## config.mk

```make
export PLATFORM = sky130hd
export DESIGN_NAME = morse_feature_extractor
export DESIGN_NICKNAME = d
export VERILOG_FILES = /design/src/rtl/morse_feature_extractor_pkg.sv /design/src/rtl/morse_feature_extractor_sat_counter.sv /design/src/rtl/morse_feature_extractor.sv
export SDC_FILE = /design/constraint.sdc
export NUM_CORES = 1
export LEC_CHECK = 0
export CAP_MARGIN = 20
export CORE_MARGIN = 2
export CORE_UTILIZATION = 55
export DETAILED_ROUTE_END_ITERATION = 12
export PLACE_DENSITY = 0.78
export SLEW_MARGIN = 25
export SYNTH_ARGS = -nofsm -noshare
export SYNTH_HDL_FRONTEND = slang
export SYNTH_SLANG_ARGS = --single-unit
```

## constraint.sdc

```tcl
create_clock -name clk -period 5.8 [get_ports clk]
set_input_delay 0.87 -clock clk [delete_from_list [all_inputs] [get_ports clk]]
set_output_delay 0.87 -clock clk [all_outputs]
set_load 0.01 [all_outputs]
```

## src/rtl/morse_feature_extractor_pkg.sv

```systemverilog
// Shared constants, state encoding and helpers for the Morse feature extractor.
package morse_feature_extractor_pkg;

   localparam int              FEAT_W   = 8;
   localparam int              N_SLOTS  = 4;
   localparam int              IDX_W    = 3;
   localparam logic [FEAT_W-1:0] CNT_MAX = 8'd255;
   // idx saturates at N_SLOTS: "every slot used, further marks only raise overflow"
   localparam logic [IDX_W-1:0] IDX_FULL = IDX_W'(N_SLOTS);

   typedef enum logic [1:0] {
      ST_IDLE  = 2'd0,
      ST_MARK  = 2'd1,
      ST_SPACE = 2'd2
   } state_e;

   // Increment that sticks at CNT_MAX instead of wrapping.
   function automatic logic [FEAT_W-1:0] sat_inc(input logic [FEAT_W-1:0] v);
      return (v == CNT_MAX) ? v : v + 8'd1;
   endfunction

endpackage

```

## src/rtl/morse_feature_extractor_sat_counter.sv

```systemverilog
// 8-bit saturating run counter. Priority: clear, then load1, then inc; all gated by en.
module sat_counter
   import morse_feature_extractor_pkg::*;
(
   input  logic              clk,
   input  logic              rst_n,
   input  logic              en,
   input  logic              clear,
   input  logic              load1,
   input  logic              inc,
   output logic [FEAT_W-1:0] cnt
);

   logic [FEAT_W-1:0] cnt_q, cnt_d;

   // Next count: only moves on enabled cycles.
   always_comb begin
      cnt_d = cnt_q;
      if (en) begin
         if (clear)      cnt_d = '0;
         else if (load1) cnt_d = 8'd1;
         else if (inc)   cnt_d = sat_inc(cnt_q);
      end
   end

   // Count register.
   always_ff @(posedge clk or negedge rst_n) begin
      if (!rst_n) cnt_q <= '0;
      else        cnt_q <= cnt_d;
   end

   assign cnt = cnt_q;

endmodule

```

## src/rtl/morse_feature_extractor.sv

```systemverilog
// Run-length encodes the synchronized Morse key into up to four mark lengths per
// character and presents them as x1..x4 with a one-cycle pulse after an
// inter-character gap of CHAR_GAP sample ticks.
// The pulse port is called new_pulse because `new` is a reserved word.
module morse_feature_extractor
   import morse_feature_extractor_pkg::*;
#(
   parameter int CHAR_GAP = 24
) (
   input  logic              clk,
   input  logic              rst_n,
   input  logic              sample_en,
   input  logic              key,
   output logic [FEAT_W-1:0] x1,
   output logic [FEAT_W-1:0] x2,
   output logic [FEAT_W-1:0] x3,
   output logic [FEAT_W-1:0] x4,
   output logic              new_pulse,
   output logic              overflow
);

   // The space counter starts at 1 on the first space tick, so the gap is
   // complete on the tick that sees cnt == CHAR_GAP-1.
   localparam logic [FEAT_W-1:0] GAP_LAST = FEAT_W'(CHAR_GAP - 1);

   logic sync1_q, sync1_d, key_s_q, key_s_d;

   state_e state_q, state_d;

   logic [FEAT_W-1:0] cnt;
   logic cnt_clear, cnt_load1, cnt_inc;
   logic mark_end, emit, gap_done;

   logic [IDX_W-1:0]               idx_q, idx_d;
   logic [N_SLOTS-1:0][FEAT_W-1:0] slot_q, slot_d;
   logic                           ovf_q, ovf_d;

   logic [N_SLOTS-1:0][FEAT_W-1:0] x_q, x_d;
   logic                           new_q, new_d;
   logic                           ovf_out_q, ovf_out_d;

   // Two-flop synchronizer input chain for the asynchronous key.
   always_comb begin
      sync1_d = key;
      key_s_d = sync1_q;
   end

   // Synchronizer flops.
   always_ff @(posedge clk or negedge rst_n) begin
      if (!rst_n) begin
         sync1_q <= 1'b0;
         key_s_q <= 1'b0;
      end else begin
         sync1_q <= sync1_d;
         key_s_q <= key_s_d;
      end
   end

   assign gap_done = (cnt == GAP_LAST);

   // FSM state register.
   always_ff @(posedge clk or negedge rst_n) begin
      if (!rst_n) state_q <= ST_IDLE;
      else        state_q <= state_d;
   end

   // FSM next state; only sample ticks move it.
   always_comb begin
      state_d = state_q;
      if (sample_en) begin
         case (state_q)
            ST_IDLE:  if (key_s_q) state_d = ST_MARK;
            ST_MARK:  if (!key_s_q) state_d = ST_SPACE;
            ST_SPACE: begin
               if (key_s_q)       state_d = ST_MARK;
               else if (gap_done) state_d = ST_IDLE;
            end
            default:  state_d = ST_IDLE;
         endcase
      end
   end

   // FSM outputs: counter commands plus the mark-end and emit strobes.
   always_comb begin
      cnt_clear = 1'b0;
      cnt_load1 = 1'b0;
      cnt_inc   = 1'b0;
      mark_end  = 1'b0;
      emit      = 1'b0;
      if (sample_en) begin
         case (state_q)
            ST_IDLE: if (key_s_q) cnt_load1 = 1'b1;
            ST_MARK: begin
               if (key_s_q) begin
                  cnt_inc = 1'b1;
               end else begin
                  mark_end  = 1'b1;
                  cnt_load1 = 1'b1;   // first space tick counts as 1
               end
            end
            ST_SPACE: begin
               if (key_s_q) begin
                  cnt_load1 = 1'b1;   // intra-character gap is discarded
               end else if (gap_done) begin
                  emit      = 1'b1;
                  cnt_clear = 1'b1;
               end else begin
                  cnt_inc = 1'b1;
               end
            end
            default: cnt_clear = 1'b1;
         endcase
      end
   end

   sat_counter u_cnt (
      .clk   (clk),
      .rst_n (rst_n),
      .en    (sample_en),
      .clear (cnt_clear),
      .load1 (cnt_load1),
      .inc   (cnt_inc),
      .cnt   (cnt)
   );

   // Slot collection and output capture; new_d defaults low so the pulse lasts one clock.
   always_comb begin
      idx_d     = idx_q;
      slot_d    = slot_q;
      ovf_d     = ovf_q;
      x_d       = x_q;
      ovf_out_d = ovf_out_q;
      new_d     = 1'b0;
      if (mark_end) begin
         if (idx_q < IDX_FULL) slot_d[idx_q[1:0]] = cnt;
         else                  ovf_d = 1'b1;
         idx_d = (idx_q == IDX_FULL) ? idx_q : idx_q + 3'd1;
      end
      if (emit) begin
         x_d       = slot_q;
         ovf_out_d = ovf_q;
         new_d     = 1'b1;
         slot_d    = '0;
         idx_d     = '0;
         ovf_d     = 1'b0;
      end
   end

   // Character collection and registered output state.
   always_ff @(posedge clk or negedge rst_n) begin
      if (!rst_n) begin
         idx_q     <= '0;
         slot_q    <= '0;
         ovf_q     <= 1'b0;
         x_q       <= '0;
         new_q     <= 1'b0;
         ovf_out_q <= 1'b0;
      end else begin
         idx_q     <= idx_d;
         slot_q    <= slot_d;
         ovf_q     <= ovf_d;
         x_q       <= x_d;
         new_q     <= new_d;
         ovf_out_q <= ovf_out_d;
      end
   end

   assign x1        = x_q[0];
   assign x2        = x_q[1];
   assign x3        = x_q[2];
   assign x4        = x_q[3];
   assign new_pulse = new_q;
   assign overflow  = ovf_out_q;

endmodule

```

* Word level (Yosys, flattened, before mapping)
Index checks and enable logic that the tools add are counted.
** Storage, ports and cells
- Flip-flop bits (word level) :: 82
- Latch bits :: 0
- RAM bits :: 0
- Bits in read-only memories :: 0
- Input bits :: 4
- Output and inout port bits :: 34
- Logic and storage cells :: 82
- Memories kept :: 0
** Cells by class
- $add $sub $neg :: 2
- Multiply operators :: 0
- Div/mod/pow operators :: 0
- Magnitude comparators :: 3
- Equality and inequality tests :: 11
- Shift-type cells :: 0
- Multiplexer cells :: 38
- Bitwise gates (word level) :: 0
- Reductions and logical operators :: 12
** Operators by type and width (number)
- $mux 32 :: 3
- $mux 8 :: 5
- $bwmux 32 :: 1
- $mux 1 :: 17
- $demux 8 s2 :: 1
- $mux 3 :: 3
- $add 8x1->8 const B :: 1
- $eq 8x5->1 const B :: 1
- $eq 8x8->1 const B :: 1
- $mux 2 :: 4
- $ne 2x2->1 const B :: 4
- $ne 3x3->1 const B :: 2
- $pmux 1 s2 :: 3
- $pmux 2 s3 :: 1
- $reduce_and 2->1 :: 3
- $reduce_and 4->1 :: 1
- $reduce_bool 2->1 :: 2
- $reduce_or 2->1 :: 2
- $add 3x1->3 const B :: 1
- $eq 3x3->1 const B :: 1
- $lt 2x3->1 const B :: 1
- $lt 3x3->1 const B :: 1
- $reduce_and 3->1 :: 1
- $reduce_bool 3->1 :: 1
- other kinds (5) :: 5

* Logic depth before layout (Yosys ltp)
Gate-level depths: netlist of the first run.
- Word-level depth :: 8
- Depth in mapped cells :: 8
- Gate-level depth less buffers :: 7

* By module
Synthesis of the first run repeated with hierarchy kept, for this count alone.
** Second synthesis, totals
- Cell total of the unflattened synthesis :: 325
- Area total of the unflattened synthesis :: 3764.9 um^2
** Modules (own cells, without submodules)
- morse_feature_extractor :: instances 1, cells each 269, area an instance 3259.4 um^2, seq. area each 1851.8 um^2
- sat_counter :: instances 1, cells each 56, area an instance 505.5 um^2, seq. area each 200.2 um^2

* Worst setup path after synthesis of the first run
Ideal clock, no wire load.
- Path kind :: input to register
- From :: input port sample_en
- To :: register slot_q[16] (netlist bit)
- Library setup time :: 0.121 ns
- Arrival :: 2.120 ns
- Required time :: 5.679 ns
- Path slack :: 3.558 ns
- Stages on the path :: 7
- Buffers on the path :: 2
- Cell sequence :: clkbuf_1 -> nand3b_1 -> nor2_1 -> clkbuf_1 -> nand2_1 -> nand2_1 -> a21oi_1
** Between the ends
- Cells in the longest elaborated chain, start to end :: 3
- Elaborated cells between the ends (all ways) :: 6
- Classes of those cells :: 3 x mux; 3 x reduce/logical
** RTL lines
- start, declared :: RTL line morse_feature_extractor.sv:12 : input logic sample_en,
- $mux 1 :: RTL line morse_feature_extractor.sv:90 : if (sample_en) begin
- $reduce_bool 2->1 (no line)
- $reduce_and 2->1 (no line)
- end signal, assigned :: RTL line morse_feature_extractor.sv:160 : slot_q <= slot_d;
- end, declared :: RTL line morse_feature_extractor.sv:35 : logic [N_SLOTS-1:0][FEAT_W-1:0] slot_q, slot_d;
Several ways; a longest one is shown, not always the timed one.
A chain may end at the register's enable or synchronous reset.

* Worst setup path in the final report of the first run
- From :: input port sample_en
- To :: register x_q (netlist bit x1[2])
** Between the ends
- Cells in the longest elaborated chain, start to end :: 1
** RTL lines
- $mux 1 :: RTL line morse_feature_extractor.sv:90
- end signal, assigned :: RTL line morse_feature_extractor.sv:155 : x_q <= '0;
- end signal, assigned :: RTL line morse_feature_extractor.sv:162 : x_q <= x_d;
- end, declared :: RTL line morse_feature_extractor.sv:38 : logic [N_SLOTS-1:0][FEAT_W-1:0] x_q, x_d;
No other way between the ends.

==> impl_metrics.json, run 1 <==
{
  "power_leakage_nw": 1.97,
  "crit_type": "in2reg",
  "drtPass1Iterations": 11,
  "final_cell_mix": "dfrtp_1 (82), nand2_1 (40), a21oi_1 (36), clkdlybuf4s50_1 (36), mux2_1 (33)",
  "yosys_register_bits": 82,
  "synth.distinct_cells": 46,
  "synthesis.instances": 326,
  "clockRootBuffer": "clkbuf_8",
  "num_vias": 2554,
  "ir_worst_vdd_uv": 222,
  "final_common_cell": "dfrtp_1",
  "yosysSeqAreaShare_pct": 55.8,
  "post_cts_resized": 0,
  "slew_violations": 0,
  "hold_buffers": 0,
  "postCtsSetupBuffers": 0,
  "violations": "DRC",
  "drtAntennaViolNets": 0,
  "finalHoldViolCount": 0,
  "drt_iter0_drc": 210,
  "final_cells": 434,
  "grt_usage_pct": 21.3,
  "coreArea_um2": 6420,
  "cts_max_level": 3,
  "cp_max_fo": 47,
  "worstSetupEndpointType": "flop",
  "die-area_um2": 7360,
  "synthToLayoutAreaGrowth_pct": 15.1,
  "grt_pass1_wl_um": 12200,
  "grt_max_degree": 83,
  "nets": 367,
  "max_freq_ghz": 0.311,
  "layout-drive-gt1-share_pct": 7.00,
  "cts_num_sinks": 82,
  "cts.reportedPaths.clkPinSlew_ns": 0.08,
  "synth_fp_nets": 340,
  "setup_violations": 0,
  "dp.cells": 419,
  "start_util_pct": 57.3,
  "cts_tree": "yes",
  "drcViolationCount": 7,
  "required_ns": 6.04,
  "wire_per_inst_um": 16.3,
  "max-slew-margin-rel_pct": 37.2,
  "grt_pass1_vias": 2568,
  "min_period_ns": 3.21,
  "antenna_found_initial": 0,
  "port-buffer-count": 37,
  "synthTopCellsByArea": "dfrtp_1 (56%), mux2_1 (10%), a21oi_1 (4.9%), nand2_1 (4.1%), nand3_1 (3.8%)",
  "status": "complete, but fails checks",
  "clk_path_buf_depth": 2,
  "chipHeight_um": 85.8,
  "dominantRegCellSynth": "dfrtp_1",
  "finalWirelength_um": 7090,
  "cap_viol_max_count": 0,
  "synth_warnings": 0,
  "diodes": 0,
  "yosysTopAreaCellShare_pct": 55.8,
  "place_congestion": 0.780,
  "io_pins": 38,
  "synth_edf_count": 0,
  "grt_overflow": 0,
  "rsz0062_at_grt": "false",
  "syn_avg_cell_area_um2": 11.3,
  "fin_tns_setup_ns": 0,
  "p_per_area_nw_per_um2": 326,
  "ys_async_sr_fraction_pct": 100,
  "num_rows": 29,
  "worstHoldPathType": "reg2reg",
  "arrival_ns": 3.46,
  "fin_crit_sh_pct": 55.4,
  "die_x_um": 85.8,
  "syn-cell-area_um2": 3680,
  "insertion_delay_ns": 0.35,
  "dp_hpwl_um": 4550,
  "via_per_inst": 5.88,
  "tightest_slew_ns": 0.942,
  "startpoint_type": "input pin",
  "cts_buffers": 9,
  "yosysTopAreaCell": "dfrtp_1",
  "finClkSkew_ns": 0.00789
}
-- metal layers --
| layer | vias up | routed length [um] | GRT usage (%) |
|---|---|---|---|
| met5 | - | 0 | 0 |
| met4 | 0 | 162 | 8.95 |
| met3 | 16 | 267 | 5.10 |
| met2 | 66 | 3480 | 33.9 |
| met1 | 1276 | 3180 | 28.2 |
| li1 | 1196 | - | - |
-- through the flow --
stage	worst slack (ns)	area [um^2]	hold slack [ns]	util (%)	total power, mW
4_1_cts	2.62	4230	0.368	65.9	1.38
2_1_floorplan	3.56	3680	0.331	-	0.858
6_report	2.59	4240	0.366	65.9	1.38
3_5_place_dp	2.23	4020	0.349	62.6	0.936
5_1_grt	2.40	4240	0.377	65.9	1.45
3_3_place_gp	2.29	4020	0.339	62.6	0.917
-- worst max-delay path, stage by stage --
cell and delay, ns:
clkdlybuf4s50_1 0.84, and3_2 0.93, buf_4 0.43, mux2_1 0.36
-- cell usage after synthesis, drive strengths merged, types with 2 or more instances --
cell     count
dfrtp       82
nand2       40
a21oi       36
mux2        35
nand3       28
clkbuf      13
buf         10
ha          10
nor2        10
inv          8
a22o         5
o21ai        5
and3         4
nor3b        4
mux2i        3
a2bb2oi      2
a311o        2
a31oi        2
and2         2
nand3b       2
o31ai        2
-- sequential cells by signal, summed over array words and instances (netlist names) --
signal / count
overflow: 1
idx_q: 3
ovf_q: 1
u_cnt.cnt: 8
key_s_q: 1
x1: 8
new_pulse: 1
state_q: 2
x3: 8
x2: 8
slot_q: 32
key_s_d: 1
x4: 8
-- cell type report --
cell class              count  area (um^2)
clock buffers               9          124
clock inverters             6         90.1
fillers                   514         2190
inverters                   8         30.0
multi-input cells         213         1460
flip-flops and latches     82         2050
well taps                  77         96.3
repair buffers             39          387
-- power breakdown --
part / internal (mW) / switching [mW]
clock network: 0.242 / 0.208
logic: 0.0940 / 0.168
registers: 0.616 / 0.0510
total: 0.952 / 0.426
-- worst paths after layout --
kind                            slack, ns      end          from  cells after the start
worst max-delay path                 2.59    x1[2]     sample_en                      4
worst min-delay path                 0.37  key_s_q       key_s_d                      0
worst max register to register       2.70    x1[2]  u_cnt.cnt[0]                      6
max in group asynchronous            4.77    x1[7]         rst_n                      1
worst min register to register       0.37  key_s_q       key_s_d                      0
min in group asynchronous            0.54    x2[2]         rst_n                      1
-- cells by family (layout without fill, tap and decap cells) --
logic type      after synthesis  after routing  share of synthesized area (%)
xor+xnor                      1              1                          0.238
buf+inv                      31             62                           4.73
compound gates               62             62                           10.3
fa+ha+maj                    10             10                           3.40
mux                          38             38                           11.5
simple gates                102            102                           14.0
flops                        82             82                           55.8
Note: power is estimated with default switching activity, not from simulation.
==> inputs of run 2 (changes only) <==
==> constraint.sdc (replaced) <==
create_clock -name clk -period 3.2 [get_ports clk]
set_input_delay 0.48 -clock clk [delete_from_list [all_inputs] [get_ports clk]]
set_output_delay 0.48 -clock clk [all_outputs]
set_load 0.01 [all_outputs]
==> run 2 against run 1 <==
The run still ends with DRC left. Sequential share of layout area is 0.13 points lower. Non-clock buffer count is 1 higher. Clock skew is 0.0029 ns lower. Register-to-register slack worse by 2.0 ns. Final cell count stayed put. Via count is 0.16% higher. Wire length is 1.3% lower. Setup slack worse by 1.9 ns. Die area stayed put. Combinational power is 77% higher. Final area is 0.27% higher. Sequential power is 80% higher. Critical path type is now reg2reg. Largest cell class unchanged.
==> impl_metrics.json, run 2 (synthesis gave the netlist of run 1 again) <==
{
  "min_period_ns": 2.48,
  "grt_pass1_vias": 2515,
  "max_freq_ghz": 0.404,
  "worstHoldPathType": "in2async",
  "grt_usage_pct": 21.0,
  "num_rows": 29,
  "finalWirelength_um": 7000,
  "drtAntennaViolNets": 0,
  "diodes": 0,
  "max-slew-margin-rel_pct": 52.3,
  "die_x_um": 85.8,
  "clk_path_buf_depth": 2,
  "place_congestion": 0.841,
  "antenna_found_initial": 0,
  "fin_crit_sh_pct": 77.4,
  "worst_slack_ns": 0.723,
  "holdWs_ns": 0.159,
  "grt_max_degree": 83,
  "start_util_pct": 57.3,
  "drt_iter0_drc": 163,
  "cp_top_family": "simple AND/OR/NAND/NOR gates",
  "cts_buffers": 9,
  "cts_num_sinks": 82,
  "slowest_delay_ns": 0.57,
  "die-area_um2": 7360,
  "ff2ff_path_depth": 7,
  "rsz0062_at_grt": "false",
  "coreArea_um2": 6420,
  "via_per_inst": 5.89,
  "ir_worst_vdd_uv": 369,
  "violations": "DRC",
  "dp.cells": 420,
  "nets": 368,
  "arrival_ns": 2.71,
  "grt_overflow": 0,
  "largest_reg_flops": 32,
  "num_vias": 2558,
  "drcViolationCount": 7,
  "cap_viol_max_count": 0,
  "final_common_cell": "dfrtp_1",
  "dp_hpwl_um": 4470,
  "cts.reportedPaths.clkPinSlew_ns": 0.08,
  "total_power_mw": 2.46,
  "layout-drive-gt1-share_pct": 7.00,
  "largest-register": "slot_q",
  "slew_violations": 0,
  "postCtsSetupBuffers": 0,
  "cp_max_fo": 31,
  "setup_violations": 0,
  "crit_type": "reg2reg",
  "synthToLayoutAreaGrowth_pct": 15.4,
  "path_cells": "ha_1, nand4b_1, nor2_4, and3_2, buf_4, a21oi_1, a22o_1",
  "insertion_delay_ns": 0.34,
  "fin_tns_setup_ns": 0,
  "power_leakage_nw": 1.97,
  "clockRootBuffer": "clkbuf_8",
  "crit_path_top_delay_cell": "dfrtp_1",
  "tightest_slew_ns": 0.716,
  "finClkSkew_ns": 0.00498,
  "crit_buf_inv": 1,
  "required_ns": 3.44,
  "final_cells": 434,
  "finalHoldViolCount": 0,
  "cts_max_level": 3,
  "drtPass1Iterations": 9,
  "cts_tree": "yes",
  "dp_slack_ns": 0.641,
  "io_pins": 38,
  "port-buffer-count": 37,
  "chipHeight_um": 85.8,
  "worstSetupEndpointType": "flop",
  "hold_buffers": 0,
  "post_cts_resized": 0,
  "grt_pass1_wl_um": 11900,
  "status": "complete, but fails checks",
  "final_cell_mix": "dfrtp_1 (82), nand2_1 (40), a21oi_1 (36), clkdlybuf4s50_1 (36), mux2_1 (33)",
  "path_depth": 7,
  "startpoint_type": "flop",
  "wire_per_inst_um": 16.1,
  "p_per_area_nw_per_um2": 578
}
run 2: cell types whose count changed in the layout (fill, tap and decap cells not counted), sizes merged:
cell / previous run / this run
buf: 3 / 4
clkinv: 1 / 2
inv: 10 / 8
run 2: cell type report:
class,count,area [um^2]
Tap cell,77,96.3
Sequential cell,82,2050
Timing Repair Buffer,40,407
Multi-Input combinational cell,213,1460
Clock buffer,9,124
Fill cell,474,2180
Inverter,8,30.0
Clock inverter,5,81.3
run 2: worst register-to-register path: cells and delay by family, from the launching register on:
| family | cells | cell delay (ns) |
|---|---|---|
| and+or+nand+nor | 3 | 0.66 |
| DFF | 1 | 0.57 |
| AOI/OAI and AO/OA | 2 | 0.42 |
| adders and majority gates | 1 | 0.37 |
| buffers and inverters | 1 | 0.35 |
run 2: final timing paths:
path / from / endpoint / slack [ns]
setup reg to reg: u_cnt.cnt[0] / slot_q[13] / 0.72
hold / removal: rst_n / x2[2] / 0.16
setup / recovery: u_cnt.cnt[0] / slot_q[13] / 0.72
max in group asynchronous: rst_n / u_cnt.cnt[4] / 2.54
hold reg to reg: key_s_d / key_s_q / 0.36
min in group clk: key_s_d / key_s_q / 0.36
run 2: power by group:
part / switching, mW / total, mW / internal [mW] / leakage (nW)
registers: 0.0876 / 1.20 / 1.12 / 1.13
logic: 0.293 / 0.465 / 0.172 / 0.748
clock network: 0.357 / 0.787 / 0.431 / 0.101
total: 0.738 / 2.46 / 1.72 / 1.97
run 2: stage by stage:
| stage | cell area [um^2] | utilization (%) |
|---|---|---|
| after floorplan | 3680 | - |
| after global routing | 4250 | 66.1 |
| after CTS | 4240 | 66.1 |
| after global placement | 4040 | 62.9 |
| after detailed placement | 4040 | 62.9 |
| final | 4250 | 66.1 |
run 2: layer usage:
layer | track usage [%] | vias to the layer above | wire length [um]
met5 | 0 | - | 0
li1 | - | 1212 | -
met1 | 28.3 | 1253 | 3100
met4 | 9.81 | 0 | 143
met2 | 32.3 | 77 | 3440
met3 | 5.10 | 16 | 314
==> inputs of run 3 (changes only) <==
--- a/config.mk
+++ b/config.mk
@@ -7,9 +7,9 @@
 export LEC_CHECK = 0
 export CAP_MARGIN = 20
 export CORE_MARGIN = 2
-export CORE_UTILIZATION = 55
+export CORE_UTILIZATION = 51
 export DETAILED_ROUTE_END_ITERATION = 12
-export PLACE_DENSITY = 0.78
+export PLACE_DENSITY = 0.76
 export SLEW_MARGIN = 25
 export SYNTH_ARGS = -nofsm -noshare
 export SYNTH_HDL_FRONTEND = slang
==> constraint.sdc (replaced) <==
create_clock -name clk -period 2.2 [get_ports clk]
set_input_delay 0.33 -clock clk [delete_from_list [all_inputs] [get_ports clk]]
set_output_delay 0.33 -clock clk [all_outputs]
set_load 0.01 [all_outputs]
==> run 3 against run 2 <==
The flow now finishes without violations. Power increased by 57%. Die area increased by 7.5%. Via count increased by 3.1%. Combinational power increased by 80%. Highest routed layer unchanged. Global-route usage increased by 0.68 points. Sequential power increased by 43%. Fmax increased by 17%. Wire length increased by 12%. Non-clock buffer count increased by 20.
==> impl_metrics.json, run 3 (synthesis gave the netlist of run 1 again) <==
{
  "dp_hpwl_um": 5210,
  "drt_iter0_drc": 100,
  "ir_worst_vdd_uv": 444,
  "min_to": "key_s_q",
  "internal-power_mw": 2.70,
  "final_common_cell": "dfrtp_1",
  "rrSetupSlack_ns": 0.09,
  "max-slew-margin-rel_pct": 67.0,
  "tightest_slew_ns": 0.495,
  "cts_buffers": 9,
  "grt_overflow": 0,
  "required_ns": 2.42,
  "grt_max_degree": 41,
  "coreArea_um2": 6870,
  "dr.max_layer_used": "met4",
  "power_leakage_nw": 2.10,
  "start_util_pct": 53.6,
  "cap_viol_max_count": 0,
  "drcViolationCount": 0,
  "dp_slack_ns": 0.0969,
  "wl_met1_um": 3690,
  "holdWs_ns": 0.381,
  "grt_pass1_vias": 2574,
  "crit_path_top_delay_cell": "or4_4",
  "num_rows": 30,
  "via_per_inst": 5.55,
  "reg2reg_to": "x3[2]",
  "drtPass1Iterations": 4,
  "slew_violations": 0,
  "finClkSkew_ns": 0.0109,
  "final_area_um2": 4490,
  "io_pins": 38,
  "min_period_ns": 2.11,
  "fin_crit_sh_pct": 96.1,
  "cts.reportedPaths.clkPinSlew_ns": 0.08,
  "switching_share_pct": 30.1,
  "arrival_ns": 2.34,
  "status": "finished clean",
  "cp_max_fo": 40,
  "cts_max_level": 3,
  "port-buffer-count": 37,
  "worstHoldPathType": "reg2reg",
  "final_util_pct": 65.4,
  "min_from": "key_s_d",
  "path_cells": "or4_4, nor2_4, and3_2, buf_12, mux2_1",
  "cts_tree": "yes",
  "finalHoldViolCount": 0,
  "ff2ff_path_depth": 5,
  "die_x_um": 88.9,
  "max_freq_ghz": 0.473,
  "wire_per_inst_um": 16.5,
  "antenna_found_initial": 0,
  "worstSetupEndpointType": "flop",
  "nets": 388,
  "grt_pass1_wl_um": 12900,
  "finalWirelength_um": 7830,
  "final_cell_mix": "dfrtp_1 (82), nand2_1 (40), clkdlybuf4s50_1 (36)",
  "grt_usage_pct": 21.7,
  "wl_met2_um": 3690,
  "clk_path_buf_depth": 2,
  "crit_type": "reg2reg",
  "largest-register": "slot_q",
  "clockRootBuffer": "clkbuf_8",
  "die-area_um2": 7910,
  "p_per_area_nw_per_um2": 860,
  "cts_num_sinks": 82,
  "startpoint_type": "flop",
  "dpl-instance-area_um2": 4220,
  "power.share.sequential_pct": 44.3,
  "setup_violations": 0,
  "diodes": 0,
  "comb_power_share_pct": 21.7,
  "chipHeight_um": 88.9,
  "drtAntennaViolNets": 0,
  "switching_power_mw": 1.16,
  "largest_reg_flops": 32,
  "pwr-share-clk_pct": 34.0,
  "place_congestion": 0.821,
  "worst_slack_ns": 0.0867,
  "r2r_start": "u_cnt.cnt[7]",
  "insertion_delay_ns": 0.35,
  "synthToLayoutAreaGrowth_pct": 22.2,
  "hold-path-cell-count": 0,
  "slowest_delay_ns": 0.54,
  "met3_length_um": 237,
  "num_vias": 2637,
  "layout-drive-gt1-share_pct": 12.4
}
-- run 3: layout make-up --
| cell class | count | area (um^2) |
|---|---|---|
| sequential | 82 | 2050 |
| tap | 96 | 120 |
| timing repair buffer | 60 | 581 |
| multi-input combinational | 213 | 1470 |
| clock buffer | 10 | 128 |
| inverter | 8 | 30.0 |
| clock inverter | 6 | 113 |
| fill | 547 | 2370 |
-- run 3: through the flow --
stage | TNS (ns) | total power, mW | cells
finish | 0 | 3.87 | 475
CTS | 0 | 3.85 | 474
global placement | 0 | 2.51 | 457
floorplan | 0 | 2.26 | 326
detailed placement | 0 | 2.54 | 457
global route | -0.00735 | 4.07 | 475
-- run 3: how the worst max path moves through the flow --
stage / from / end / slack, ns / cells after the start
final: u_cnt.cnt[7] / x3[2] / 0.09 / 5
after global routing: state_q[1] / u_cnt.cnt[3] / -0.007 / 7
after CTS: state_q[1] / u_cnt.cnt[3] / 0.06 / 7
after detailed placement: state_q[1] / u_cnt.cnt[3] / 0.1 / 7
after global placement: state_q[1] / u_cnt.cnt[7] / 0.15 / 7
after floorplan: state_q[0] / u_cnt.cnt[3] / 0.08 / 8
-- run 3: power groups by stage --
stage | Combinational, mW | Clock, mW | Sequential, mW
floorplan | 0.539 | 0 | 1.72
global placement | 0.779 | 0 | 1.73
detailed placement | 0.799 | 0 | 1.74
CTS | 0.803 | 1.34 | 1.71
global route | 0.935 | 1.41 | 1.73
finish | 0.837 | 1.32 | 1.71
-- run 3: what timing repair did --
| action | 4_1_cts | 5_1_grt |
|---|---|---|
| hold endpoints to repair | 35 | 0 |
| setup buffers | 0 | 1 |
| setup endpoints to repair | 0 | 27 |
| resized for setup | 0 | 3 |
| hold buffers | 1 | 0 |
-- run 3: critical path: cells and delay by family, from the launching register on --
kind / cells / cell delay (ns)
and+or+nand+nor: 3 / 0.99
DFF: 1 / 0.39
muxes: 1 / 0.36
buffers and inverters: 1 / 0.23
-- run 3: layer usage --
metal  vias to the layer above  GRT usage [%]
met3                        20           3.23
li1                       1248              -
met5                         -              0
met2                        54           33.9
met4                         0           10.6
met1                      1315           29.9
